## config.mk

```make
export PLATFORM = sky130hd
export DESIGN_NAME = rec0101_table_scanner
export DESIGN_NICKNAME = d
export VERILOG_FILES = /design/src/rtl/rec0101_table_scanner.sv
export SDC_FILE = /design/constraint.sdc
export NUM_CORES = 1
export LEC_CHECK = 0
export CORE_MARGIN = 2
export CORE_UTILIZATION = 50
export CTS_CLUSTER_SIZE = 24
export DETAILED_ROUTE_END_ITERATION = 8
export GPL_ROUTABILITY_DRIVEN = 0
export GPL_TIMING_DRIVEN = 1
export PLACE_DENSITY = 0.77
export SLEW_MARGIN = 20
export SYNTH_ARGS = -nofsm -noshare
export SYNTH_HDL_FRONTEND = slang
export SYNTH_SLANG_ARGS = --single-unit
```

## constraint.sdc

```tcl
create_clock -name clk -period 2.1 [get_ports clk]
set_input_delay 0.42 -clock clk [delete_from_list [all_inputs] [get_ports clk]]
set_output_delay 0.42 -clock clk [all_outputs]
set_load 0.02 [all_outputs]
```

## src/rtl/rec0101_table_scanner.sv

```systemverilog
// Truth-table scanner: sweeps {x,y,w,z} through an external 4-input block, captures s_in
// per vector and compares against EXPECTED. Optional macro: SCAN_STOP_ON_ERR_EN (early exit).
//
// state  | meaning
// IDLE   | vec parked at 0, results held, waiting for start
// WAIT   | vector driven, settle counter running down
// SAMPLE | capture s_in for current vec, update mismatch bookkeeping
// DONE   | one-cycle wrap-up: pulse done, resolve pass, park vec
module rec0101_table_scanner #(
    parameter logic [15:0] EXPECTED      = 16'h7310,
    parameter int unsigned SETTLE_CYCLES = 1
) (
    input  logic        clk,
    input  logic        reset,
    input  logic        start,
    output logic [3:0]  vec,
    input  logic        s_in,
    output logic        busy,
    output logic        done,
    output logic        pass,
    output logic [15:0] table_out,
    output logic [4:0]  mismatch_cnt,
    output logic [3:0]  first_err,
    output logic        first_err_vld
);

    localparam logic [3:0] SETTLE = 4'(SETTLE_CYCLES);

    typedef enum logic [1:0] {
        IDLE   = 2'd0,
        WAIT   = 2'd1,
        SAMPLE = 2'd2,
        DONE   = 2'd3
    } state_t;

    state_t      state_q, state_d;
    logic [3:0]  cnt_q, cnt_d;
    logic [3:0]  vec_d;
    logic [15:0] tbl_d;
    logic [4:0]  mc_d;
    logic [3:0]  fe_d;
    logic        fev_d;
    logic        pass_d;
    logic        done_d;
    logic        mism;

    assign mism = (s_in != EXPECTED[vec]);
    assign busy = (state_q != IDLE);

    always_ff @(posedge clk) begin
        if (reset) begin
            state_q       <= IDLE;
            cnt_q         <= '0;
            vec           <= '0;
            table_out     <= '0;
            mismatch_cnt  <= '0;
            first_err     <= '0;
            first_err_vld <= 1'b0;
            pass          <= 1'b0;
            done          <= 1'b0;
        end else begin
            state_q       <= state_d;
            cnt_q         <= cnt_d;
            vec           <= vec_d;
            table_out     <= tbl_d;
            mismatch_cnt  <= mc_d;
            first_err     <= fe_d;
            first_err_vld <= fev_d;
            pass          <= pass_d;
            done          <= done_d;
        end
    end

    always_comb begin
        state_d = state_q;
        cnt_d   = cnt_q;
        vec_d   = vec;
        tbl_d   = table_out;
        mc_d    = mismatch_cnt;
        fe_d    = first_err;
        fev_d   = first_err_vld;
        pass_d  = pass;
        done_d  = 1'b0;

        case (state_q)
            IDLE: begin
                vec_d = '0;
                if (start) begin
                    tbl_d   = '0;
                    mc_d    = '0;
                    fe_d    = '0;
                    fev_d   = 1'b0;
                    pass_d  = 1'b0;
                    cnt_d   = SETTLE;
                    state_d = WAIT;
                end
            end
            WAIT: begin
                cnt_d = cnt_q - 4'd1;
                if (cnt_q == 4'd1) begin
                    state_d = SAMPLE;
                end
            end
            SAMPLE: begin
                tbl_d[vec] = s_in;
                if (mism) begin
                    mc_d = mismatch_cnt + 5'd1;
                    if (!first_err_vld) begin
                        fe_d  = vec;
                        fev_d = 1'b1;
                    end
                end
`ifdef SCAN_STOP_ON_ERR_EN
                if (mism || vec == 4'd15) begin
                    state_d = DONE;
                end else begin
                    vec_d   = vec + 4'd1;
                    cnt_d   = SETTLE;
                    state_d = WAIT;
                end
`else
                if (vec == 4'd15) begin
                    state_d = DONE;
                end else begin
                    vec_d   = vec + 4'd1;
                    cnt_d   = SETTLE;
                    state_d = WAIT;
                end
`endif
            end
            DONE: begin
                // mismatch_cnt is already final here: the last SAMPLE update has landed
                done_d  = 1'b1;
                pass_d  = (mismatch_cnt == 5'd0);
                vec_d   = '0;
                state_d = IDLE;
            end
            default: state_d = IDLE;
        endcase
    end

endmodule

```

### Word-level counts from Yosys, hierarchy flattened

Memory sizes are Yosys's and may differ from the RTL's. A register that Yosys moved wholly into a read port is not among the register bits.
Index checks and enable logic that the tools add are counted.

* register bits after elaboration: 38
* ROM bits: 16
* input bits: 4
* output and inout bits: 33
* logic and storage cells: 71
* memories kept: 1

Memories
* (name not given): words 16, width 1, rd ports 1, clocked after memory_dff 1, wr ports 0, line 47 `assign mism = (s_in != EXPECTED[vec]);`

* $add $sub $neg: 3
* magnitude comparators: 2
* equal/unequal tests: 11
* mux-type cells: 29
* reduce and logical (&&, ||, !) cells: 16

Operators with widths (count)
* 4-bit 2-to-1 mux: 8
* 16-bit one-hot mux with 2 select lines: 1
* 16-bit bitwise mux: 1
* 16-bit 2-to-1 mux: 1
* 4-bit one-hot mux with 2 select lines: 2
* 4-bit one-hot mux with 3 select lines: 1
* 5-bit 2-to-1 mux: 2
* 2-bit inequality test, second input constant: 5
* 5-bit one-hot mux with 2 select lines: 1
* 2-bit one-hot mux with 4 select lines: 1
* 2-bit AND reduction: 4
* 2-bit nonzero test: 4
* 2-bit 2-to-1 mux: 3
* 3-bit AND reduction: 2
* 5-bit by 1-bit adder with 5-bit output, second input constant: 1
* 5-bit zero test: 1
* 4-bit by 5-bit < comparator with 1-bit output, second input constant: 1
* 1-bit 2-to-1 mux: 5
* 4-bit by 1-bit adder with 4-bit output, second input constant: 1
* 1-bit demux with 4-bit select: 1
* 2-bit == test, second input constant: 2
* 4-bit by 1-bit == test with 1-bit output, second input constant: 1
* 4-bit == test, second input constant: 1
* 4-bit by 1-bit >= comparator with 1-bit output, second input constant: 1
* 9 further kinds: 10

### Logic depth before layout (Yosys ltp)

* depth after elaboration: 6
* depth in mapped cells: 9
* mapped depth without buffers: 7

### Least setup slack after synthesis

Ideal clock, no wire load.

* path type: reg2reg
* start: register vec[0]
* end: register cnt_q[2]
* setup time: 0.132 ns
* arrival time: 1.674 ns
* required time: 1.968 ns
* path slack: 0.294 ns
* stages on the path, launching flop included: 8
* path through: dfxtp_1 ha_1 buf_6 and4_4 or3_1 buf_6 o21ai_0 a21oi_1

* word-level cells in the longest chain between the ends: 3

Ends and longest elaborated chain
* from (decl): line 16 `output logic [3:0] vec,`
* from (signal assigned): line 64 `vec <= vec_d;`
* 4-bit == test: line 122 `if (vec == 4'd15) begin`
* 2-bit inequality test (no line)
* 3-bit AND reduction (no line)
* to (signal assigned): line 63 `cnt_q <= cnt_d;`
* to (decl): line 37 `logic [3:0] cnt_q, cnt_d;`

Every way passes these cells.
A chain may end at the register's enable or synchronous reset.

### Worst setup path after layout

* start: register vec[2]
* end: output port vec[2]

No word-level cell between the ends.

==> metrics.log <==
INFO  metric outcome = finished clean
INFO  metric antenna_cells = 0
INFO  metric tritoncts = yes
INFO  metric post_placement_setup_slack = ~180 ps
INFO  metric gr-total-overflow = 0
INFO  metric place.port_buffers = 36
INFO  metric postSynth.topFlopCell = dfxtp_1
INFO  metric ys_types = 39
INFO  metric ios = 37
INFO  metric drt_wl_total = between 4 and 5 mm
INFO  metric cts.hold.buffers_added = 0
INFO  metric number_of_h_tree_levels = 2
INFO  metric initial_utilization = 51.6%
INFO  metric yosysWarnings = 0
INFO  metric detailed_place.area = around 2500 um2
INFO  metric wirelength_met1 = 2.19 mm
INFO  metric clk_latency = 290 ps
INFO  metric critical_path_source_type = flip-flop
INFO  metric slew_viol_final = 0
INFO  metric part_of_the_yosys_area_used_for_sequential_elements = 38.1%
INFO  metric r2r_cells = 8
INFO  metric totalNegativeSetupSlack = 0 ps
INFO  metric post-route-worst-setup-slack = 138 ps
INFO  metric hold_path_class = flip-flop to flip-flop
INFO  metric fmax = between 500 and 600 MHz
INFO  metric cp_max_fo = 12
INFO  metric dieArea = 4630 um2
INFO  metric total_power = 2350 uW
INFO  metric vdd_drop_max = between 500 and 600 uV
INFO  metric yosys.cell_count.top_type = dfxtp_1
INFO  metric finished_layout_cell_area = ~2600 um2
INFO  metric maxSlewHeadroom = around two thirds
INFO  metric crit_slowest_cell = clkdlybuf4s50_1
INFO  metric rows = 23
INFO  metric synth_top_area_share = 38.1%
INFO  metric ys_top_cells_by_area = dfxtp_1 (38%), ha_1 (7.9%), a21oi_1 (7.1%)
INFO  metric synth_xor_xnor_area_share = 0.427%
INFO  metric routed-wl-met3 = 276 um
INFO  metric max_slew.worst_pin.slew = roughly 480 ps
INFO  metric worst_r2r_endpoint = table_out[1]$_SDFFE_PP0P_
INFO  metric worst-setup-path-type = flip-flop to output pin
INFO  metric cell_taking_the_most_area_after_synthesis = dfxtp_1
INFO  metric fin_skew = 11.0 ps
INFO  metric setup.reg_to_reg.worst_slack = 220 ps
INFO  metric synth_top_family_by_area = compound AO/OA/AOI/OAI gates
INFO  metric grt_pass1_wl = 7.91 mm
INFO  metric share_of_final_layout_standard_cells_stronger_than_drive_strength_1 = 9.83%
INFO  metric avgRoutedWirePerCell = 13.4 um
INFO  metric clkSinkCount = 39
INFO  metric grt_setup_unrepaired = no
INFO  metric worstPathRequired = between 1500 and 2000 ps
INFO  metric final-hold-violation-count = 0
INFO  metric antenna_violating_nets_post_route = 0
INFO  metric power_density = 903 nW/um2
INFO  metric avgSynthCellArea = 8.11 um2
INFO  metric critPathCaptureType = output pin
INFO  metric floorplan.die.width = 68.0 um
INFO  metric cts-buffers-inserted = 5
INFO  metric hpwlAfterDp = 3.36 mm
INFO  metric timing.critical_path.buf_inv = 1
INFO  metric ys_async_sr_fraction = 0%
INFO  metric synth-edff-count = 0
INFO  metric via_count = 1864
INFO  metric flow.area_growth_from_synthesis = 27.2%
INFO  metric critical_path.top_delay_family = buffers and inverters
INFO  metric dr.pass1.iters = 4
INFO  metric cts_root_buffer = clkbuf_8
INFO  metric met2WireLength = 2.11 mm
INFO  metric final_period_minus_worst_setup_slack = 1960 ps
INFO  metric cts_max_path_buffers = 2
INFO  metric min_period_over_period = 93.4%
INFO  metric grt_max_degree = 20
INFO  metric yosys.area_share.adder = 7.93%
INFO  metric worst_hold_path.num_cells = 2
INFO  metric highest_signal_layer_in_the_routed_design = met4
INFO  metric synth-simple-area-share = 21.5%
INFO  metric critical-path-max-stage-delay = 690 ps
INFO  metric netlist_top_cells_count = dfxtp_1 (39), a21oi_1 (29), nand2_1 (26)
INFO  metric worst_hold_startpoint = table_out[11]$_SDFFE_PP0P_
INFO  metric core_area = 3970 um2
INFO  metric timing.critical_path.arrival = 1540 ps
INFO  metric static-leakage-power = 0.000929 uW
INFO  metric max_cap_check_violation_count = 0
INFO  metric worstReg2RegStart = state_q[1]$_SDFFE_PP0P_
INFO  metric antenna_found_initial = 0
INFO  metric post_synth_inst_count = about 250
INFO  metric global_route.usage.total = 22.5%
INFO  metric min_delay_worst_endpoint = table_out[11]$_SDFFE_PP0P_
INFO  metric nNetsFinal = 311
INFO  metric die_height = 68.0 um
INFO  metric synthesis.area = 2050 um2
INFO  metric yosys-mux-area-fraction = under 10%
INFO  metric synth-seq-cells = 39
INFO  metric final-setup-viol-count = 0
INFO  metric drc = 0
INFO  metric cts.reportedPaths.clkPinSlew = ~80 ps
INFO  metric drt-initial-drc-count = between 100 and 150
INFO  metric vias_per_cell = 5.40
INFO  metric synth_compound_area_share = 24.8%
INFO  metric final_core_utilization = 65.7%
INFO  metric crit_path_cell_chain = clkdlybuf4s50_1
INFO  metric critical_path.startpoint = vec[2]$_SDFFE_PP0N_
INFO  metric syn_nets = 270
INFO  metric first_global_vias = 1702
[worst max-delay path by stage]
| stage | cells past startpoint | end | slack [ps] |
|---|---|---|---|
| after floorplan | 7 | cnt_q[2]$_SDFFE_PP0P_ | 290 |
| after global placement | 7 | table_out[15]$_SDFFE_PP0P_ | 220 |
| after detailed placement | 6 | cnt_q[2]$_SDFFE_PP0P_ | 180 |
| after CTS | 1 | vec[2] | 120 |
| after global routing | 8 | table_out[5]$_SDFFE_PP0P_ | 30 |
| final | 1 | vec[2] | 140 |
[worst reg2reg max path, stage by stage (launching register included)]
cell     delay [ps]
dfxtp_1         410
ha_1            410
buf_4           240
nand2_1          70
nor2_1           90
buf_4           150
and2_1          220
nand2_1          70
a21oi_1         160
[power breakdown]
group / switching (uW) / internal [uW] / leakage, uW
Sequential: 42.1 / 791 / 0.000315
Combinational: 514 / 363 / 0.000553
Clock: 261 / 385 / 0.0000612
Total: 817 / 1540 / 0.000929
[cell families after synthesis]
| logic type | Yosys count |
|---|---|
| compound gates | 84 |
| xor+xnor | 1 |
| fa+ha+maj | 13 |
| buf+inv | 27 |
| flops | 39 |
| mux | 1 |
| simple gates | 88 |
[state kept, by name, indices dropped and copies added, names as in the netlist, named ones only]
signal / count
table_out: 16
mismatch_cnt: 5
cnt_q: 4
first_err: 4
vec: 4
state_q: 2
done: 1
first_err_vld: 1
pass: 1
[metrics by stage]
step                      hold slack [ps]  std cells
after global placement                458        337
after global routing                  509        345
after floorplan                       458        253
final                                 474        345
after CTS                             478        345
after detailed placement              465        337
[layout by cell type (no fill, tap or decap), types with 9 or more instances in the layout]
master            n
a21oi_1          29
o21ai_0          23
a21boi_0         15
inv_1            11
ha_1             13
nand2_1          26
dfxtp_1          39
nor2_1           22
buf_4            14
nand3_1           9
clkdlybuf4s50_1  35
[layer usage]
layer	track usage, %	up-vias
met1	29.9	850
met2	36.3	55
met4	6.50	0
met3	5.43	4
met5	0	-
li1	-	955
[final cells by class]
type | count | area (um2)
Timing Repair Buffer | 50 | 464
Clock buffer | 6 | 82.6
Inverter | 11 | 41.3
Multi-Input combinational cell | 187 | 1140
Clock inverter | 2 | 35.0
Tap cell | 50 | 62.6
Fill cell | 341 | 1360
Sequential cell | 39 | 781
[timing repair]
| action | in CTS | in global routing |
|---|---|---|
| resized for setup | 1 | 0 |
| endpoints found under the setup margin | 1 | 0 |
| buffers inserted | 0 | 0 |
Note: power is estimated with default switching activity, not from simulation.
